## config.mk

```make
export PLATFORM = sky130hd
export DESIGN_NAME = mac_seq_flat
export DESIGN_NICKNAME = d
export VERILOG_FILES = /design/src/rtl/mac_seq_if.sv /design/src/rtl/mac_seq.sv /design/src/flat_wrapper.sv
export SDC_FILE = /design/constraint.sdc
export NUM_CORES = 1
export LEC_CHECK = 0
export CORE_ASPECT_RATIO = 1.75
export CORE_MARGIN = 8
export CORE_UTILIZATION = 39
export DETAILED_ROUTE_END_ITERATION = 16
export PLACE_DENSITY = 0.7
export SYNTH_ARGS = -nofsm -noshare
export SYNTH_HDL_FRONTEND = slang
export SYNTH_SLANG_ARGS = --single-unit
```

## constraint.sdc

```tcl
create_clock -name clk -period 4.05 [get_ports clk]
set_input_delay 0.81 -clock clk [delete_from_list [all_inputs] [get_ports clk]]
set_output_delay 0.81 -clock clk [all_outputs]
set_load 0.02 [all_outputs]
```

## src/rtl/mac_seq_if.sv

```systemverilog
// Operand/result handshake bundle for mac_seq: operand pair in, accumulator value out.
interface mac_seq_if #(
    parameter int N = 8,
    parameter int M = 8,
    parameter int G = 4
);
    localparam int ACC_W = M + N + G;

    logic             in_valid;
    logic             in_ready;
    logic [N-1:0]     a;
    logic [M-1:0]     b;
    logic             sg;
    logic             acc_clr;
    logic             out_valid;
    logic             out_ready;
    logic [ACC_W-1:0] y;
    logic             busy;
    logic             ovf;

    modport master (
        output in_valid, a, b, sg, acc_clr, out_ready,
        input  in_ready, out_valid, y, busy, ovf
    );

    modport slave (
        input  in_valid, a, b, sg, acc_clr, out_ready,
        output in_ready, out_valid, y, busy, ovf
    );
endinterface

```

## src/rtl/mac_seq.sv

```systemverilog
// Sequential shift-add multiply-accumulate, one multiplier bit per cycle, guarded accumulator.
// Optional MAC_SATURATE_EN clamps the accumulator on overflow instead of wrapping.
//
// state | meaning
// IDLE  | waiting for an operand pair, in_ready high
// MUL   | M cycles of partial-product accumulation
// ACC   | product added into the accumulator, overflow judged
// HOLD  | result presented on y until out_ready
module mac_seq #(
    parameter int N = 8,
    parameter int M = 8,
    parameter int G = 4
) (
    input logic        clk,
    input logic        rst_n,
    mac_seq_if.slave   bus
);
    localparam int ACC_W = M + N + G;
    localparam int P_W   = M + N;
    localparam int CNT_W = $clog2(M);

    localparam logic [ACC_W-1:0] S_MAX = {1'b0, {(ACC_W-1){1'b1}}};
    localparam logic [ACC_W-1:0] S_MIN = {1'b1, {(ACC_W-1){1'b0}}};
    localparam logic [ACC_W-1:0] U_MAX = {ACC_W{1'b1}};

    typedef enum logic [1:0] {IDLE, MUL, ACC, HOLD} state_t;

    state_t           state, state_nxt;
    logic [N-1:0]     a_q;
    logic [M-1:0]     b_q;
    logic             sg_q;
    logic             clr_q;
    logic [CNT_W-1:0] cnt;
    logic [P_W-1:0]   psum;
    logic [ACC_W-1:0] acc;
    logic             ovf_q;

    logic             last;
    logic [P_W-1:0]   a_ext;
    logic [P_W-1:0]   term;
    logic [P_W-1:0]   psum_nxt;
    logic [ACC_W-1:0] prod_ext;
    logic [ACC_W-1:0] base;
    logic [ACC_W:0]   sum_w;
    logic             ovf_now;
    logic [ACC_W-1:0] acc_nxt;

    assign last = (cnt == CNT_W'(M - 1));

    always_ff @(posedge clk) begin
        if (!rst_n) state <= IDLE;
        else        state <= state_nxt;
    end

    always_comb begin
        state_nxt = state;
        unique case (state)
            IDLE: if (bus.in_valid)  state_nxt = MUL;
            MUL:  if (last)          state_nxt = ACC;
            ACC:                     state_nxt = HOLD;
            HOLD: if (bus.out_ready) state_nxt = IDLE;
            default:                 state_nxt = IDLE;
        endcase
    end

    // The bit M-1 term carries negative weight in two's complement, hence the subtract.
    always_comb begin
        a_ext    = sg_q ? {{M{a_q[N-1]}}, a_q} : {{M{1'b0}}, a_q};
        term     = '0;
        if (b_q[cnt]) term = a_ext << cnt;
        psum_nxt = (sg_q && last) ? (psum - term) : (psum + term);
    end

    always_comb begin
        prod_ext = sg_q ? {{G{psum[P_W-1]}}, psum} : {{G{1'b0}}, psum};
        base     = clr_q ? '0 : acc;
        sum_w    = {1'b0, base} + {1'b0, prod_ext};
        if (sg_q)
            ovf_now = (base[ACC_W-1] == prod_ext[ACC_W-1]) &&
                      (sum_w[ACC_W-1] != base[ACC_W-1]);
        else
            ovf_now = sum_w[ACC_W];
        acc_nxt  = sum_w[ACC_W-1:0];
`ifdef MAC_SATURATE_EN
        if (ovf_now) begin
            if (sg_q) acc_nxt = base[ACC_W-1] ? S_MIN : S_MAX;
            else      acc_nxt = U_MAX;
        end
`endif
    end

    always_ff @(posedge clk) begin
        if (!rst_n) begin
            a_q   <= '0;
            b_q   <= '0;
            sg_q  <= 1'b0;
            clr_q <= 1'b0;
            cnt   <= '0;
            psum  <= '0;
            acc   <= '0;
            ovf_q <= 1'b0;
        end else begin
            unique case (state)
                IDLE: if (bus.in_valid) begin
                    a_q   <= bus.a;
                    b_q   <= bus.b;
                    sg_q  <= bus.sg;
                    clr_q <= bus.acc_clr;
                    cnt   <= '0;
                    psum  <= '0;
                end
                MUL: begin
                    psum <= psum_nxt;
                    cnt  <= cnt + CNT_W'(1);
                end
                // An acc_clr operation restarts the sticky flag so it reflects only itself.
                ACC: begin
                    acc   <= acc_nxt;
                    ovf_q <= clr_q ? ovf_now : (ovf_q | ovf_now);
                end
                HOLD: ;
                default: ;
            endcase
        end
    end

    assign bus.in_ready  = (state == IDLE);
    assign bus.out_valid = (state == HOLD);
    assign bus.busy      = (state != IDLE);
    assign bus.y         = acc;
    assign bus.ovf       = ovf_q;

`ifndef MAC_SATURATE_EN
    logic unused_sat;
    assign unused_sat = ^{S_MAX, S_MIN, U_MAX};
`endif
endmodule

```

## src/flat_wrapper.sv

```systemverilog
// flat-port wrapper written by rule: the top's interface ports become plain ports
module mac_seq_flat 
#(
    parameter int N = 8,
    parameter int M = 8,
    parameter int G = 4
)
  (clk, rst_n, bus_in_valid, bus_a, bus_b, bus_sg, bus_acc_clr, bus_out_ready, bus_in_ready, bus_out_valid, bus_y, bus_busy, bus_ovf);
  mac_seq_if #(.N(N), .M(M), .G(G)) bus_i ();
  input logic clk;
  input logic rst_n;
  input wire logic [$bits(bus_i.in_valid)-1:0] bus_in_valid;
  input wire logic [$bits(bus_i.a)-1:0] bus_a;
  input wire logic [$bits(bus_i.b)-1:0] bus_b;
  input wire logic [$bits(bus_i.sg)-1:0] bus_sg;
  input wire logic [$bits(bus_i.acc_clr)-1:0] bus_acc_clr;
  input wire logic [$bits(bus_i.out_ready)-1:0] bus_out_ready;
  output wire logic [$bits(bus_i.in_ready)-1:0] bus_in_ready;
  output wire logic [$bits(bus_i.out_valid)-1:0] bus_out_valid;
  output wire logic [$bits(bus_i.y)-1:0] bus_y;
  output wire logic [$bits(bus_i.busy)-1:0] bus_busy;
  output wire logic [$bits(bus_i.ovf)-1:0] bus_ovf;
  assign bus_i.in_valid = bus_in_valid;
  assign bus_i.a = bus_a;
  assign bus_i.b = bus_b;
  assign bus_i.sg = bus_sg;
  assign bus_i.acc_clr = bus_acc_clr;
  assign bus_i.out_ready = bus_out_ready;
  assign bus_in_ready = bus_i.in_ready;
  assign bus_out_valid = bus_i.out_valid;
  assign bus_y = bus_i.y;
  assign bus_busy = bus_i.busy;
  assign bus_ovf = bus_i.ovf;
  mac_seq #(.N(N), .M(M), .G(G)) u_core (.clk(clk), .rst_n(rst_n), .bus(bus_i));
endmodule
```

Word level (Yosys, flattened, before mapping)
Index checks and enable logic that the tools add are counted.
{"block": "classes", "add_sub_neg": 4, "mux": 17, "eq_ne": 9, "shifts": 1, "n_bitwise": 1, "order_cmp": 1, "reduce_logical": 8}
{"operator": "$mux 16", "count": 4}
{"operator": "$mux 20", "count": 2}
{"operator": "$pmux 16 s2", "count": 1}
{"operator": "$add 20x20->21", "count": 1}
{"operator": "$add 16x16->16", "count": 1}
{"operator": "$shl 16x3->16", "count": 1}
{"operator": "$sub 16x16->16", "count": 1}
{"operator": "$pmux 2 s4", "count": 1}
{"operator": "$mux 2", "count": 3}
{"operator": "$pmux 3 s2", "count": 1}
{"operator": "$eq 2x2->1 const B", "count": 2}
{"operator": "$lt 3x4->1 const B", "count": 1}
{"operator": "$ne 2x2->1 const B", "count": 2}
{"operator": "$reduce_and 2->1", "count": 2}
{"operator": "$reduce_bool 2->1", "count": 2}
{"operator": "$add 3x1->3 const B", "count": 1}
{"operator": "$bmux 1 s3", "count": 1}
{"operator": "$eq 3x3->1 const B", "count": 1}
{"operator": "$mux 1", "count": 3}
{"operator": "$mux 3", "count": 1}
{"operator": "$reduce_and 3->1", "count": 1}
{"operator": "$eq 2x1->1 const B", "count": 1}
{"operator": "$logic_and 1x1->1", "count": 2}
{"operator": "$logic_not 2->1", "count": 1}
{"operator": "other kinds (4)", "count": 4}
{"block": "totals", "output_inout_bits": 24, "register_bits": 60, "input_bits": 22}

Longest topological paths before layout
Gate-level depths: netlist of the first run.
{"block": "depth", "ltp_word": 7, "mapped_depth": 21, "depth_no_buf": 19}

Worst setup path after synthesis of the first run
No wires, ideal clock.
{"block": "synth_path", "path_type": "reg2reg", "startpoint": "register u_core.cnt[0]", "endpoint": "register u_core.psum[15]", "t_arrival_ns": 3.787, "synth_period_minus_slack_ns": 3.915, "path_slack_ns": 0.135, "stages_incl_launch_ff": 21, "path_buffers": 1, "required_ns": 3.922, "cell_sequence": "dfxtp_1 buf_2 mux4_2 nand2_1 or3_1 ha_1 o21ai_0 or2_2 a21o_1 nand2_1 xnor2_1 a22oi_1 ha_1 and2_1 nor2_1 o21ai_0 a31oi_1 o21ai_0 xnor2_1 a22oi_1 nor2_1"}
{"block": "synth_via", "elab_chain_cells": 6}
{"element": "from (decl)", "line": "mac_seq.sv:33", "rtl": "logic [CNT_W-1:0] cnt;"}
{"element": "from (signal assigned)", "line": "mac_seq.sv:114", "rtl": "cnt <= cnt + CNT_W'(1);"}
{"element": "$bmux 1 s3", "line": "mac_seq.sv:70", "rtl": "if (b_q[cnt]) term = a_ext << cnt;"}
{"element": "$mux 1 (implied by the code)", "line": "mac_seq.sv:70"}
{"element": "$mux 16", "line": "mac_seq.sv:70"}
{"element": "$add 16x16->16 or $sub 16x16->16 (tied branches)", "line": "mac_seq.sv:71", "rtl": "psum_nxt = (sg_q && last) ? (psum - term) : (psum + term);"}
{"element": "$mux 16 (*)", "line": "mac_seq.sv:71"}
{"element": "$pmux 16 s2 (*)", "line": "mac_seq.sv:103", "rtl": "unique case (state)"}
{"element": "to (signal assigned)", "line": "mac_seq.sv:113", "rtl": "psum <= psum_nxt;"}
{"element": "to (decl)", "line": "mac_seq.sv:34", "rtl": "logic [P_W-1:0] psum;"}
Mark *: on every way between the ends. The rest lies on a longest branch, timed or not. The select of a mux whose other input is x is not followed.
A chain may end at the register's enable or synchronous reset.

Final worst setup path of the first run
{"block": "layout_path", "startpoint": "register u_core.cnt[0]", "endpoint": "register u_core.psum[11]"}
Same word-level chain as after synthesis.

==> metrics, run 1 <==
mean post-synth cell area=7.93 sq um; pin count of the biggest net entering global routing=30; #FFs+latches synth=60; post-route DRC violation count=0; master of the slowest instance on the critical path=or3_1; Synth async-reset ratio=0%; die height=165 um; vias in the first global route=4940; Mapped Cells=622; number of vias per cell=5.47; Cell Pwr Density=665 nW/um^2; critical path arrival=3.99 ns; Die Wd=101 um; hold crit path type=reg2reg; FILL cells=1239; Startpoint Class=flip-flop; CP Cell Sequence=mux4_2, nand2_1, or3_1, ha_1, a21o_1, inv_1, ha_1, nor2b_1, o31a_1, nor4b_1, buf_4, o21ai_1, buf_4, a21o_1, a21oi_1, xor2_1, o21ai_0; Core ar.=12400 sq um; CP top delay family=compound AO/OA/AOI/OAI gates; Logic pwr share=57.0%; pre-CTS setup slack=0.0718 ns; WP data required=4.27 ns; max_cap viols=0; vias=4630; GRT Total Usage=17.2%; RSZ-0062 raised after global routing=false; Pint=2.36 mW; synthesized area=4930 sq um; slowest stage delay, CP=0.38 ns; placed instance area=5650 sq um; CTS Hold Bufs=0; initial antenna violation count=0; Area growth, synth to finish=22.3%; Post-synth top flop=dfxtp_1; syn_nets=688; minimum clock period=3.77 ns; Max Freq=265 MHz; htree depth=3; clock-pin slew on the worst setup and hold paths=0.05 ns; Slew @ Worst Pin=0.660 ns; Worst Setup End Kind=flip-flop; gp weighted congestion=0.957; WL final=13.7 mm; Port Buffers=45; clock sink count=60; Synth area leaders=dfxtp_1 24%, ha_1 11%, nand2_1 5.6%; P_sw=1.65 mW; CTS Buf Count=9; drt first pass iters=4; Die ar.=16600 sq um; Max Slew Vio Count=0; Buf+Inv Stages, Crit Path=3; CP Class=reg2reg; detailed placement HPWL=10.7 mm; worst hold margin=0.490 ns; Clk pwr share=22.1%; sequential power share=21.0%; Skew-Pair Late Insertion Delay=0.34 ns; Seq/Total Area, Yosys=24.3%; xor/xnor cell area share of the yosys netlist=7.10%; DRT antenna net count=0; Setup crit start=u_core.cnt[0]; Antenna diodes=0; setup tns final=0 ns; post-synthesis adder-cell area fraction=11.5%; GRT overflow=0; Setup Viol. Count Final=0; fraction of layout instances using a drive strength above 1=9.73%; multiplexer share of the synthesized area=8.93%; Worst Path Max Fanout=4; top cell type's share of synthesized area=24.3%; Max transition margin=55.7%; initial core utilization=39.7%; Multi-input gate area=3540 sq um; Util after Layout=48.5%; Clock Skew=0.00524 ns; WL/cell=16.2 um; period utilisation layout=93.0%; first-pass GRT wire length=22.9 mm; post-layout instance area=6030 sq um; Synth area leader=dfxtp_1; Post-synth EDFFs=0; leak pwr=2.41 nW; switching portion of total power=41.2%; Yosys warning count=0; largest family of logic cells by synthesized area=compound AO/OA/AOI/OAI gates; I/O pin total=46; DRT iter0 DRCs=176; Synth Area in Compound Gates=22.5%; min-delay src=u_core.b_q[2]; final hold violations=0; status=finished clean; CTS root buf=clkbuf_16; num rows=54; final net count=739; Worst VDD drop=0.000336 V; R2R Path Start=u_core.cnt[0]; simple-gate share of the synthesized area=21.5%; synth unique cells=59; clk buf depth=2; FF+latch area=1200 sq um; TritonCTS clock tree=done; post-route setup slack=0.282 ns
==> per-layer routing <==
metal	vias up	track usage, %	wire length (um)
li1	2306	-	-
met1	2211	16.5	5210
met2	81	33.4	7620
met3	32	2.83	394
met4	0	9.68	505
met5	-	0	0
==> Yosys cell counts, drive strengths merged (7+ instances only) <==
cell and count:
clkbuf 19, nor2 67, mux4 8, dfxtp 60, or3 7, nor2b 27, o21a 9, mux2 10
a211oi 9, mux2i 14, a31oi 9, a21o 13, xnor2 24, nand2 74, a22oi 11, and2 11
xor2 16, nand2b 8, inv 21, a21oi 34, a21boi 17, buf 9, ha 42, o21ai 34
nand3 15
==> flip-flops by register name, summed over array words and instances (netlist names), 2 cells and up <==
register      count
u_core.bus.y     20
u_core.psum      16
u_core.a_q        8
u_core.b_q        8
u_core.cnt        3
u_core.state      2
==> area by class of cell <==
type | count | share of cell area [%]
multi-input cells | 511 | 58.7
inverters | 23 | 1.43
clock buffers | 9 | 3.73
well taps | 168 | 3.48
clock inverters | 7 | 1.91
flip-flops and latches | 60 | 20.0
repair buffers | 68 | 10.7
==> kinds of logic (layout without fill, tap and decap cells) <==
group           Yosys count  after routing
compound gates          167            167
xor+xnor                 40             40
fa+ha+maj                44             44
buf+inv                  51            107
flops                    60             60
mux                      32             32
simple gates            228            228
==> power groups by stage <==
| stage | Clock (mW) | Sequential (mW) | Combinational [mW] |
|---|---|---|---|
| floorplan | 0 | 0.815 | 1.64 |
| global placement | 0 | 0.845 | 2.19 |
| detailed placement | 0 | 0.851 | 2.22 |
| CTS | 0.896 | 0.840 | 2.24 |
| global route | 0.921 | 0.855 | 2.56 |
| finish | 0.885 | 0.841 | 2.29 |
==> tightest hold or removal path: cells and delay by family, from the launching register on <==
family	cells	cell delay [ns]
DFF	1	0.32
AOI/OAI and AO/OA	1	0.07
and+or+nand+nor	1	0.06
==> layout by cell type, fill, tap and decap left out, drive strengths merged, types with 5 or more instances in the layout <==
| cell | count |
|---|---|
| inv | 21 |
| nor2b | 27 |
| clkdlybuf4s50 | 45 |
| or3 | 7 |
| buf | 23 |
| mux2 | 10 |
| nor2 | 67 |
| a21o | 13 |
| a31oi | 9 |
| dfxtp | 60 |
| xnor2 | 24 |
| o21a | 9 |
| a21oi | 34 |
| and2 | 11 |
| and3 | 5 |
| a21boi | 17 |
| nand2 | 74 |
| mux4 | 8 |
| ha | 42 |
| a22oi | 11 |
| nand3 | 15 |
| xor2 | 16 |
| mux2i | 14 |
| o21ai | 34 |
| a211oi | 9 |
| clkbuf | 9 |
| nand2b | 8 |
==> final timing paths <==
path	to	depth (start not counted)	slack [ns]
worst min-delay path	u_core.b_q[2]	2	0.49
worst max-delay path	u_core.psum[11]	17	0.28
worst max register to register	u_core.psum[11]	17	0.28
worst min register to register	u_core.b_q[2]	2	0.49
==> repair_timing <==
item / 4_1_cts / 5_1_grt
setup endpoints to repair: 0 / 8
setup buffers: 0 / 3
gates resized for setup: 0 / 9
==> metrics by stage <==
stage,cells,power (mW)
after global routing,846,4.33
final,846,4.01
after CTS,843,3.97
after detailed placement,827,3.07
after global placement,827,3.03
after floorplan,622,2.46
Note: power is estimated with default switching activity, not from simulation.
==> run 2, diff against run 1 <==
- CAP_MARGIN: unset -> 5
- CTS_BUF_LIST: unset -> sky130_fd_sc_hd__clkbuf_16
==> results of run 2 <==
The final DEF is identical to that of run 1; final timing and power are the same.
